$ cat src/rtl/multicycle_control.sv
// Multi-cycle MIPS32 control unit.
// A Moore FSM walks each instruction through fetch/decode/execute/memory/writeback
// and drives the shared-datapath control lines. Memory states stall on mem_ready.
module multicycle_control #(
  parameter int unsigned   OPW      = 6,
  parameter logic [OPW-1:0] OP_RTYPE = OPW'(0),
  parameter logic [OPW-1:0] OP_LW    = OPW'(35),
  parameter logic [OPW-1:0] OP_SW    = OPW'(43),
  parameter logic [OPW-1:0] OP_BEQ   = OPW'(4),
  parameter logic [OPW-1:0] OP_BNE   = OPW'(5),
  parameter logic [OPW-1:0] OP_ADDI  = OPW'(8),
  parameter logic [OPW-1:0] OP_J     = OPW'(2)
) (
  input  logic           clk,
  input  logic           rst,
  input  logic [OPW-1:0] opcode,
  input  logic           mem_ready,
  output logic           pc_write,
  output logic           pc_write_cond,
  output logic           branch_ne,
  output logic           iord,
  output logic           mem_read,
  output logic           mem_write,
  output logic           ir_write,
  output logic           mem_to_reg,
  output logic           reg_dst,
  output logic           reg_write,
  output logic           alu_src_a,
  output logic [1:0]     alu_src_b,
  output logic [1:0]     alu_op,
  output logic [1:0]     pc_source,
  output logic           illegal_op,
  output logic [3:0]     state
);

  typedef enum logic [3:0] {
    StFetch  = 4'd0,
    StDecode = 4'd1,
    StMemAdr = 4'd2,
    StMemRd  = 4'd3,
    StMemWb  = 4'd4,
    StMemWr  = 4'd5,
    StExec   = 4'd6,
    StAluWb  = 4'd7,
    StBranch = 4'd8,
    StJump   = 4'd9,
    StAddiEx = 4'd10,
    StAddiWb = 4'd11,
    StTrap   = 4'd12
  } state_e;

  state_e state_q, state_d;

  assign state = state_q;

  // Next-state logic; unused codes 13-15 fall back to FETCH.
  always_comb begin
    state_d = StFetch;
    unique case (state_q)
      StFetch:  state_d = mem_ready ? StDecode : StFetch;
      StDecode: begin
        if (opcode == OP_LW || opcode == OP_SW)        state_d = StMemAdr;
        else if (opcode == OP_RTYPE)                   state_d = StExec;
        else if (opcode == OP_BEQ || opcode == OP_BNE) state_d = StBranch;
        else if (opcode == OP_ADDI)                    state_d = StAddiEx;
        else if (opcode == OP_J)                       state_d = StJump;
        else                                           state_d = StTrap;
      end
      StMemAdr: state_d = (opcode == OP_LW) ? StMemRd : StMemWr;
      StMemRd:  state_d = mem_ready ? StMemWb : StMemRd;
      StMemWb:  state_d = StFetch;
      StMemWr:  state_d = mem_ready ? StFetch : StMemWr;
      StExec:   state_d = StAluWb;
      StAluWb:  state_d = StFetch;
      StBranch: state_d = StFetch;
      StJump:   state_d = StFetch;
      StAddiEx: state_d = StAddiWb;
      StAddiWb: state_d = StFetch;
      StTrap:   state_d = StFetch;
      default:  state_d = StFetch;
    endcase
  end

  // State register with asynchronous reset into FETCH.
  always_ff @(posedge clk or posedge rst) begin
    if (rst) begin
      state_q <= StFetch;
    end else begin
      state_q <= state_d;
    end
  end

  // Moore output decode; write strobes are suppressed while reset is held.
  always_comb begin
    pc_write      = 1'b0;
    pc_write_cond = 1'b0;
    branch_ne     = 1'b0;
    iord          = 1'b0;
    mem_read      = 1'b0;
    mem_write     = 1'b0;
    ir_write      = 1'b0;
    mem_to_reg    = 1'b0;
    reg_dst       = 1'b0;
    reg_write     = 1'b0;
    alu_src_a     = 1'b0;
    alu_src_b     = 2'b00;
    alu_op        = 2'b00;
    pc_source     = 2'b00;
    illegal_op    = 1'b0;
    unique case (state_q)
      StFetch: begin
        mem_read  = 1'b1;
        alu_src_b = 2'b01;
        ir_write  = mem_ready;
        pc_write  = mem_ready;
      end
      StDecode: alu_src_b = 2'b11;
      StMemAdr, StAddiEx: begin
        alu_src_a = 1'b1;
        alu_src_b = 2'b10;
      end
      StMemRd: begin
        mem_read = 1'b1;
        iord     = 1'b1;
      end
      StMemWb: begin
        reg_write  = 1'b1;
        mem_to_reg = 1'b1;
      end
      StMemWr: begin
        mem_write = 1'b1;
        iord      = 1'b1;
      end
      StExec: begin
        alu_src_a = 1'b1;
        alu_op    = 2'b10;
      end
      StAluWb: begin
        reg_write = 1'b1;
        reg_dst   = 1'b1;
      end
      StBranch: begin
        alu_src_a     = 1'b1;
        alu_op        = 2'b01;
        pc_write_cond = 1'b1;
        pc_source     = 2'b01;
        branch_ne     = (opcode == OP_BNE);
      end
      StAddiWb: reg_write = 1'b1;
      StJump: begin
        pc_write  = 1'b1;
        pc_source = 2'b10;
      end
      StTrap:  illegal_op = 1'b1;
      default: ;
    endcase
    if (rst) begin
      pc_write      = 1'b0;
      pc_write_cond = 1'b0;
      ir_write      = 1'b0;
      reg_write     = 1'b0;
      mem_write     = 1'b0;
      illegal_op    = 1'b0;
    end
  end

endmodule

$ cat config.mk
export PLATFORM = sky130hd
export DESIGN_NAME = multicycle_control
export DESIGN_NICKNAME = d
export VERILOG_FILES = /design/src/rtl/multicycle_control.sv
export SDC_FILE = /design/constraint.sdc
export NUM_CORES = 1
export LEC_CHECK = 0
export CAP_MARGIN = 40
export CELL_PAD_IN_SITES_DETAIL_PLACEMENT = 1
export CELL_PAD_IN_SITES_GLOBAL_PLACEMENT = 2
export CORE_UTILIZATION = 19
export DETAILED_ROUTE_END_ITERATION = 16
export PLACE_DENSITY_LB_ADDON = 0.1
export SYNTH_ARGS = -nofsm -noshare
export SYNTH_HDL_FRONTEND = slang
export SYNTH_SLANG_ARGS = --single-unit
$ cat constraint.sdc
create_clock -name clk -period 2.25 [get_ports clk]
set_input_delay 0.45 -clock clk [delete_from_list [all_inputs] [get_ports clk]]
set_output_delay 0.45 -clock clk [all_outputs]
set_load 0.1 [all_outputs]
==> metrics.md, run 1 <==
| Metric | Value |
|---|---|
| Synth warnings | 0 |
| Largest net degree at the start of global routing | 18 |
| Final WS setup | 78.4 ps |
| FF+latch count, synth | 4 |
| DP Worst Slack | 36.8 ps |
| ANT cells | 0 |
| Final wirelength | 1860 um |
| Share of Yosys cell area claimed by the top area cell type | 0.191 |
| Routed Antenna Nets | 0 |
| Max Slew Vio Count | 0 |
| Starting Density | 0.206 |
| Outcome | finished clean |
| Synth top cells by count | nor2_1, nor3_1, nand2b_1, a21oi_1 |
| Yosys top cell by area | dfrtp_1 |
| Clk_lat worst skew | 240 ps |
| TritonCTS buffer count | 3 |
| Endpoints failing setup | 0 |
| Register area share after synthesis | 0.191 |
| Core area | 2540 um^2 |
| Worst Path Arrival | 1720 ps |
| Residual DRC | 0 |
| Maximum fanout along the worst path | 14 |
| CTS clk-pin slew, worst paths | 40 ps |
| Main synth FF type | dfrtp_1 |
| Synthesized cell area | 524 um^2 |
| Ports | 31 |
| Area Growth Syn to Fin | 136% |
| Post-synthesis instance total | 74 |
| Maxcap violations | 0 |
| Register area | 115 um^2 |
| CTS H-tree depth | 1 |
| All-Layer GR Usage | 0.152 |
| Syn avg cell area | 7.08 um^2 |
| Tmin final | 2170 ps |
| # rows | 18 |
| Async SR Flop Fraction | 1.00 |
| Critical Path Start Type | flop |
| CTS root buffer | clkbuf_4 |
| Final Cycle Share | 0.965 |
| Area contributors post-synth | dfrtp_1, nor3_1, nand2b_1 |
| Die area | 2970 um^2 |
| CTS Sinks | 4 |
| Nets@finish | 119 |
| Post-synth net total | 83 |
| Post-CTS setup repair buffer count | 0 |
| Layout Utilization | 0.486 |
| Worst EP required | 1800 ps |
| Initial DRC count | 9 |
| Routability Congestion | 0.775 |
| Buffers on Ports | 30 |
| Max reg flops | 4 |
| Critical Setup Path Class | flop to output port |
| Drt via density | 5.13 |
| Critical Path End Type | output port |
| Clock Path Buffers | 2 |
| RSZ-0062 raised after global routing | false |
| Die Span Y | 54.5 um |
| Vias in the first global route | 664 |
| DRT Pass-1 Iters | 4 |
| Layout Skew | 0.220 ps |
| Pin slew with the least headroom to its limit | 480 ps |
| Fillcell total | 292 |
| Slew HR | 0.672 |
| First-pass GRT wire length | 3110 um |
| Initial antenna violation count | 0 |
| DPL Wire Length | 1530 um |
| CTS tree | yes |
| Final Hold Viols | 0 |
| Worst Hold Class | flop to flop |
| Routed WL per cell | 13.5 um |
| FMAX | 460 MHz |
| Grt ovf | 0 |
| Via count | 708 |
| Share of layout cells above drive strength 1 | 0.528 |
| Die span in x | 54.5 um |
| Post-synth EDFFs | 0 |
| Area of the multi-input gates | 543 um^2 |
| Synth cell types | 33 |
-- cell families (layout without fill, tap and decap cells) --
group                  after synthesis  in the layout  synth area share
multiplexers                         1              1            0.0191
AO/OA/AOI/OAI                       19             19             0.251
buffers and inverters                7             41            0.0788
flip-flops                           4              4             0.191
XOR/XNOR                             1              1            0.0167
AND/OR/NAND/NOR                     42             42             0.444
-- metrics by stage --
| step | setup TNS (ps) | hold slack [ps] | cell area (um^2) | cells |
|---|---|---|---|---|
| detailed placement | 0 | 656 | 1200 | 135 |
| global placement | 0 | 668 | 1200 | 135 |
| CTS | 0 | 660 | 1220 | 138 |
| floorplan | -3100 | 232 | 712 | 74 |
| finish | 0 | 672 | 1240 | 138 |
| global route | 0 | 698 | 1240 | 138 |
-- layout by cell type, fill, tap and decap left out, types with 2 or more instances in the layout --
| cell type | n |
|---|---|
| dfrtp_4 | 4 |
| nor3_1 | 2 |
| clkbuf_4 | 3 |
| nor3_2 | 3 |
| nand2_1 | 4 |
| a21oi_1 | 5 |
| buf_12 | 18 |
| o21ai_0 | 2 |
| a2111oi_0 | 2 |
| or3_1 | 4 |
| nor2_4 | 3 |
| nor3_4 | 4 |
| nor2_1 | 3 |
| inv_1 | 3 |
| nand2b_4 | 2 |
| clkdlybuf4s50_1 | 8 |
| nor2_2 | 3 |
| buf_4 | 9 |
| nand2b_1 | 4 |
-- layer usage --
layer / part of all wire / GRT usage / vias up
li1: - / - / 350
met1: 0.44 / 0.185 / 331
met2: 0.50 / 0.250 / 23
met3: 0.033 / 0.0167 / 4
met4: 0.028 / 0.103 / 0
met5: 0 / 0 / -
-- critical path, stage by stage, from the launching register on --
cell and delay [ps]:
dfrtp_4 580, nand2b_4 230, nor3_4 230, and4_4 260, buf_12 170
-- worst paths after layout --
check                                    from                 end  slack [ps]  cells after the start
setup / recovery           state[2]$_DFF_PP0_           branch_ne          80                      4
hold / removal             state[3]$_DFF_PP0_  state[0]$_DFF_PP0_         670                      1
setup reg to reg           state[1]$_DFF_PP0_  state[1]$_DFF_PP0_         800                      3
hold reg to reg            state[3]$_DFF_PP0_  state[0]$_DFF_PP0_         670                      1
max in group asynchronous                 rst  state[0]$_DFF_PP0_        1390                      4
min in group asynchronous                 rst  state[1]$_DFF_PP0_         750                      4
-- final cells by class --
cell class                 instances  share of cell area
tap                               30              0.0303
multi-input combinational         63               0.439
sequential                         4              0.0930
inverter                           3             0.00910
clock buffer                       3              0.0182
timing repair buffer              35               0.411
-- repair_timing --
item / 4_1_cts / 5_1_grt
hold buffers: 0 / 0
resized for setup: 0 / 3
endpoints found under the setup margin: 0 / 3
Power of run 1 is left out: the tool's default activity adds up to more than one toggle a clock period on the data nets, which glitch-free logic cannot reach.
==> run 2, diff against run 1 <==
--- a/config.mk
+++ b/config.mk
@@ -5,11 +5,14 @@
 export SDC_FILE = /design/constraint.sdc
 export NUM_CORES = 1
 export LEC_CHECK = 0
+export ABC_AREA = 1
 export CAP_MARGIN = 40
 export CELL_PAD_IN_SITES_DETAIL_PLACEMENT = 1
 export CELL_PAD_IN_SITES_GLOBAL_PLACEMENT = 2
-export CORE_UTILIZATION = 19
+export CORE_UTILIZATION = 17
+export CTS_CLUSTER_DIAMETER = 60
 export DETAILED_ROUTE_END_ITERATION = 16
+export MAX_ROUTING_LAYER = met4
 export PLACE_DENSITY_LB_ADDON = 0.1
 export SYNTH_ARGS = -nofsm -noshare
 export SYNTH_HDL_FRONTEND = slang
==> run 2 against run 1 <==
  * The flow now finishes with violations (design-rule violations)
  * Core utilization shrank 7.3 points
  * First-iteration DRC count grew 130%
  * Area after synthesis increased by 1.4%
  * Clock skew increased by 2.0 ps
  * Critical path depth rose by 1
  * Wire length up 0.75%
  * Die area increased by 13%
  * Setup slack gained 64 ps
  * Via count grew 3.2%
  * Sequential share of layout area rose by 0.46 points
==> metrics.md, run 2 <==
| Metric | Value |
|---|---|
| FMAX | 474 MHz (was 460 MHz) |
| Hold buffer count at cts | 0 (unchanged) |
| Post-synth EDFFs | 0 (unchanged) |
| Slew HR | 0.819 (was 0.672) |
| Final Cycle Share | 0.937 (was 0.965) |
| CP delay by family, top | buffers and inverters (was simple AND/OR/NAND/NOR gates) |
| Die Span Y | 57.9 um (was 54.5 um) |
| Initial antenna violation count | 0 (unchanged) |
| Initial DRC count | 21 (was 9) |
| Worst Hold Class | primary input to asynchronous set/reset pin (was flop to flop) |
| Worst Path Arrival | 1660 ps (was 1720 ps) |
| Area Growth Syn to Fin | 122% (was 136%) |
| Final Hold Viols | 0 (unchanged) |
| Grt ovf | 0 (unchanged) |
| Synth Area in Compound Gates | 0.0494 (was 0.251) |
| Final hold slack | 629 ps (was 672 ps) |
| Outcome | finished, violations left (was finished clean) |
| Ports | 31 (unchanged) |
| TritonCTS buffer count | 3 (unchanged) |
| Post-synthesis simple-gate area fraction | 0.602 (was 0.444) |
| CTS Sinks | 4 (unchanged) |
| Synth top cells by count | nor2_1, nand2_1, inv_1, nand3_1, dfrtp_1 (was nor2_1, nor3_1, nand2b_1, a21oi_1) |
| Buffers on Ports | 30 (unchanged) |
| Post-CTS setup repair buffer count | 0 (unchanged) |
| Synth warnings | 0 (unchanged) |
| DPL Wire Length | 1700 um (was 1530 um) |
| Critical Path Start Type | primary input (was flop) |
| Violations in the final reports | design-rule violations |
| FF+latch count, synth | 4 (unchanged) |
| ANT cells | 0 (unchanged) |
| Syn avg cell area | 5.43 um^2 (was 7.08 um^2) |
| Tmin final | 2110 ps (was 2170 ps) |
| Die area | 3360 um^2 (was 2970 um^2) |
| Synth cell types | 18 (was 33) |
| Final wirelength | 1880 um (was 1860 um) |
| Buf+Inv Stages, Crit Path | 2 (was 1) |
| Yosys top cell by area | dfrtp_1 (unchanged) |
| Largest net degree at the start of global routing | 8 (was 18) |
| Layout Skew | 2.25 ps (was 0.220 ps) |
| Max Slew Vio Count | 0 (unchanged) |
| Post-synthesis adder-cell area fraction | 0 (unchanged) |
| CTS clk-pin slew, worst paths | 40 ps (about the same) |
| All-Layer GR Usage | 0.134 (was 0.152) |
| Endpoints failing setup | 0 (unchanged) |
| Post-synth net total | 107 (was 83) |
| Register area share after synthesis | 0.188 (was 0.191) |
| CTS root buffer | clkbuf_4 (unchanged) |
| Max incr delay on CP | 430 ps (was 580 ps) |
| Clock Path Buffers | 2 (unchanged) |
| Drt via density | 4.46 (was 5.13) |
| CTS tree | yes (unchanged) |
| Post-CTS Resized | 0 (unchanged) |
| Main synth FF type | dfrtp_1 (unchanged) |
| Pin slew with the least headroom to its limit | 271 ps (was 480 ps) |
| Routed Antenna Nets | 0 (unchanged) |
| Synth Area in XOR/XNOR | 0 (was 0.0167) |
| Final instance area | 1180 um^2 (was 1240 um^2) |
| Fillcell total | 351 (was 292) |
| CP max stage cell | clkdlybuf4s50_1 (was dfrtp_4) |
| Async SR Flop Fraction | 1.00 (unchanged) |
| Via count | 731 (was 708) |
| Area contributors post-synth | dfrtp_1, nor2_1, nand2_1 (was dfrtp_1, nor3_1, nand2b_1) |
| # rows | 19 (was 18) |
| Routability Congestion | 0.661 (was 0.775) |
| CTS H-tree depth | 1 (unchanged) |
| Layout Utilization | 0.413 (was 0.486) |
| Die span in x | 57.9 um (was 54.5 um) |
| Vias in the first global route | 749 (was 664) |
| First-pass GRT wire length | 3320 um (was 3110 um) |
| Commonest cells after routing, fill and taps aside | nand2_1, buf_12, inv_1, nor2_1, nand3_1 (was buf_12, buf_4, clkdlybuf4s50_1, a21oi_1) |
| Clk_lat worst skew | 230 ps (was 240 ps) |
| Max reg flops | 4 (unchanged) |
| RSZ-0062 raised after global routing | false (unchanged) |
| Multiplexer share of the synthesized area | 0 (was 0.0191) |
| Nets@finish | 144 (was 119) |
| Critical Path End Type | output port (unchanged) |
| Share of layout cells above drive strength 1 | 0.429 (was 0.528) |
| Post-synthesis instance total | 98 (was 74) |
| Commonest non-fill, non-tap cell in the layout | nand2_1 (was buf_12) |
| DP Area | 1160 um^2 (was 1200 um^2) |
| Maxcap violations | 0 (unchanged) |
| Starting Density | 0.186 (was 0.206) |
| Core area | 2850 um^2 (was 2540 um^2) |
| Synthesized cell area | 532 um^2 (was 524 um^2) |
| Share of Yosys cell area claimed by the top area cell type | 0.188 (was 0.191) |
| Cell Chain, Critical Path | clkdlybuf4s50_1 > nor2_1 > nand3_1 > nor3_4 > buf_12 (was nand2b_4 > nor3_4 > and4_4 > buf_12) |
| Residual DRC | 4 (was 0) |
| Maximum fanout along the worst path | 4 (was 14) |
| Top-count cell post-synth | nor2_1 |
| Worst EP required | 1800 ps (about the same) |
| Largest family of logic cells by synthesized area | simple AND/OR/NAND/NOR gates (unchanged) |
| Routed WL per cell | 11.5 um (was 13.5 um) |
| DRT Pass-1 Iters | 10 (was 4) |
| Critical Setup Path Class | primary input to output port (was flop to output port) |
-- run 2: logic make-up (layout without fill, tap and decap cells) --
| logic type | count (synthesis) | after routing |
|---|---|---|
| AOI/OAI and AO/OA | 5 | 5 |
| buffers and inverters | 22 | 57 |
| DFF | 4 | 4 |
| and+or+nand+nor | 67 | 67 |
-- run 2: final cells by class --
cell class                      count  area, um^2  area share
Sequential cell                     4         115      0.0977
Clock buffer                        3        22.5      0.0191
Tap cell                           31        38.8      0.0329
Timing Repair Buffer               32         485       0.412
Inverter                           22        87.6      0.0743
Multi-Input combinational cell     72         429       0.364
-- run 2: worst paths after layout --
| check | from | end | slack, ps | depth (start not counted) |
|---|---|---|---|---|
| max | opcode[4] | branch_ne | 140 | 5 |
| min | rst | state[0]$_DFF_PP0_ | 630 | 3 |
| max reg2reg | state[2]$_DFF_PP0_ | state[0]$_DFF_PP0_ | 940 | 5 |
| min reg2reg | state[2]$_DFF_PP0_ | state[3]$_DFF_PP0_ | 730 | 3 |
| max in group asynchronous | rst | state[3]$_DFF_PP0_ | 1510 | 3 |
| min in group clk | state[2]$_DFF_PP0_ | state[3]$_DFF_PP0_ | 730 | 3 |
-- run 2: worst reg2reg max path: cells and delay by family (launching register included) --
kind	cells	cell delay (ps)
flip-flops	1	530
AND/OR/NAND/NOR	5	720
-- run 2: stage by stage --
stage / setup WS, ps / std cells / TNS (ps)
6_report: 142 / 164 / 0
2_1_floorplan: -82.7 / 98 / -164
5_1_grt: 19.0 / 164 / 0
3_5_place_dp: 123 / 161 / 0
3_3_place_gp: 146 / 161 / 0
4_1_cts: 119 / 164 / 0
-- run 2: layer usage --
metal / share of wire / global-route usage / vias to the layer above / wire (um)
li1: - / - / 373 / -
met1: 0.43 / 0.164 / 340 / 816
met2: 0.53 / 0.223 / 18 / 1000
met3: 0.031 / 0.0134 / 0 / 59
met4: 0 / 0.0612 / 0 / 0
met5: 0 / - / - / 0
Power of run 2 is left out for the same reason.
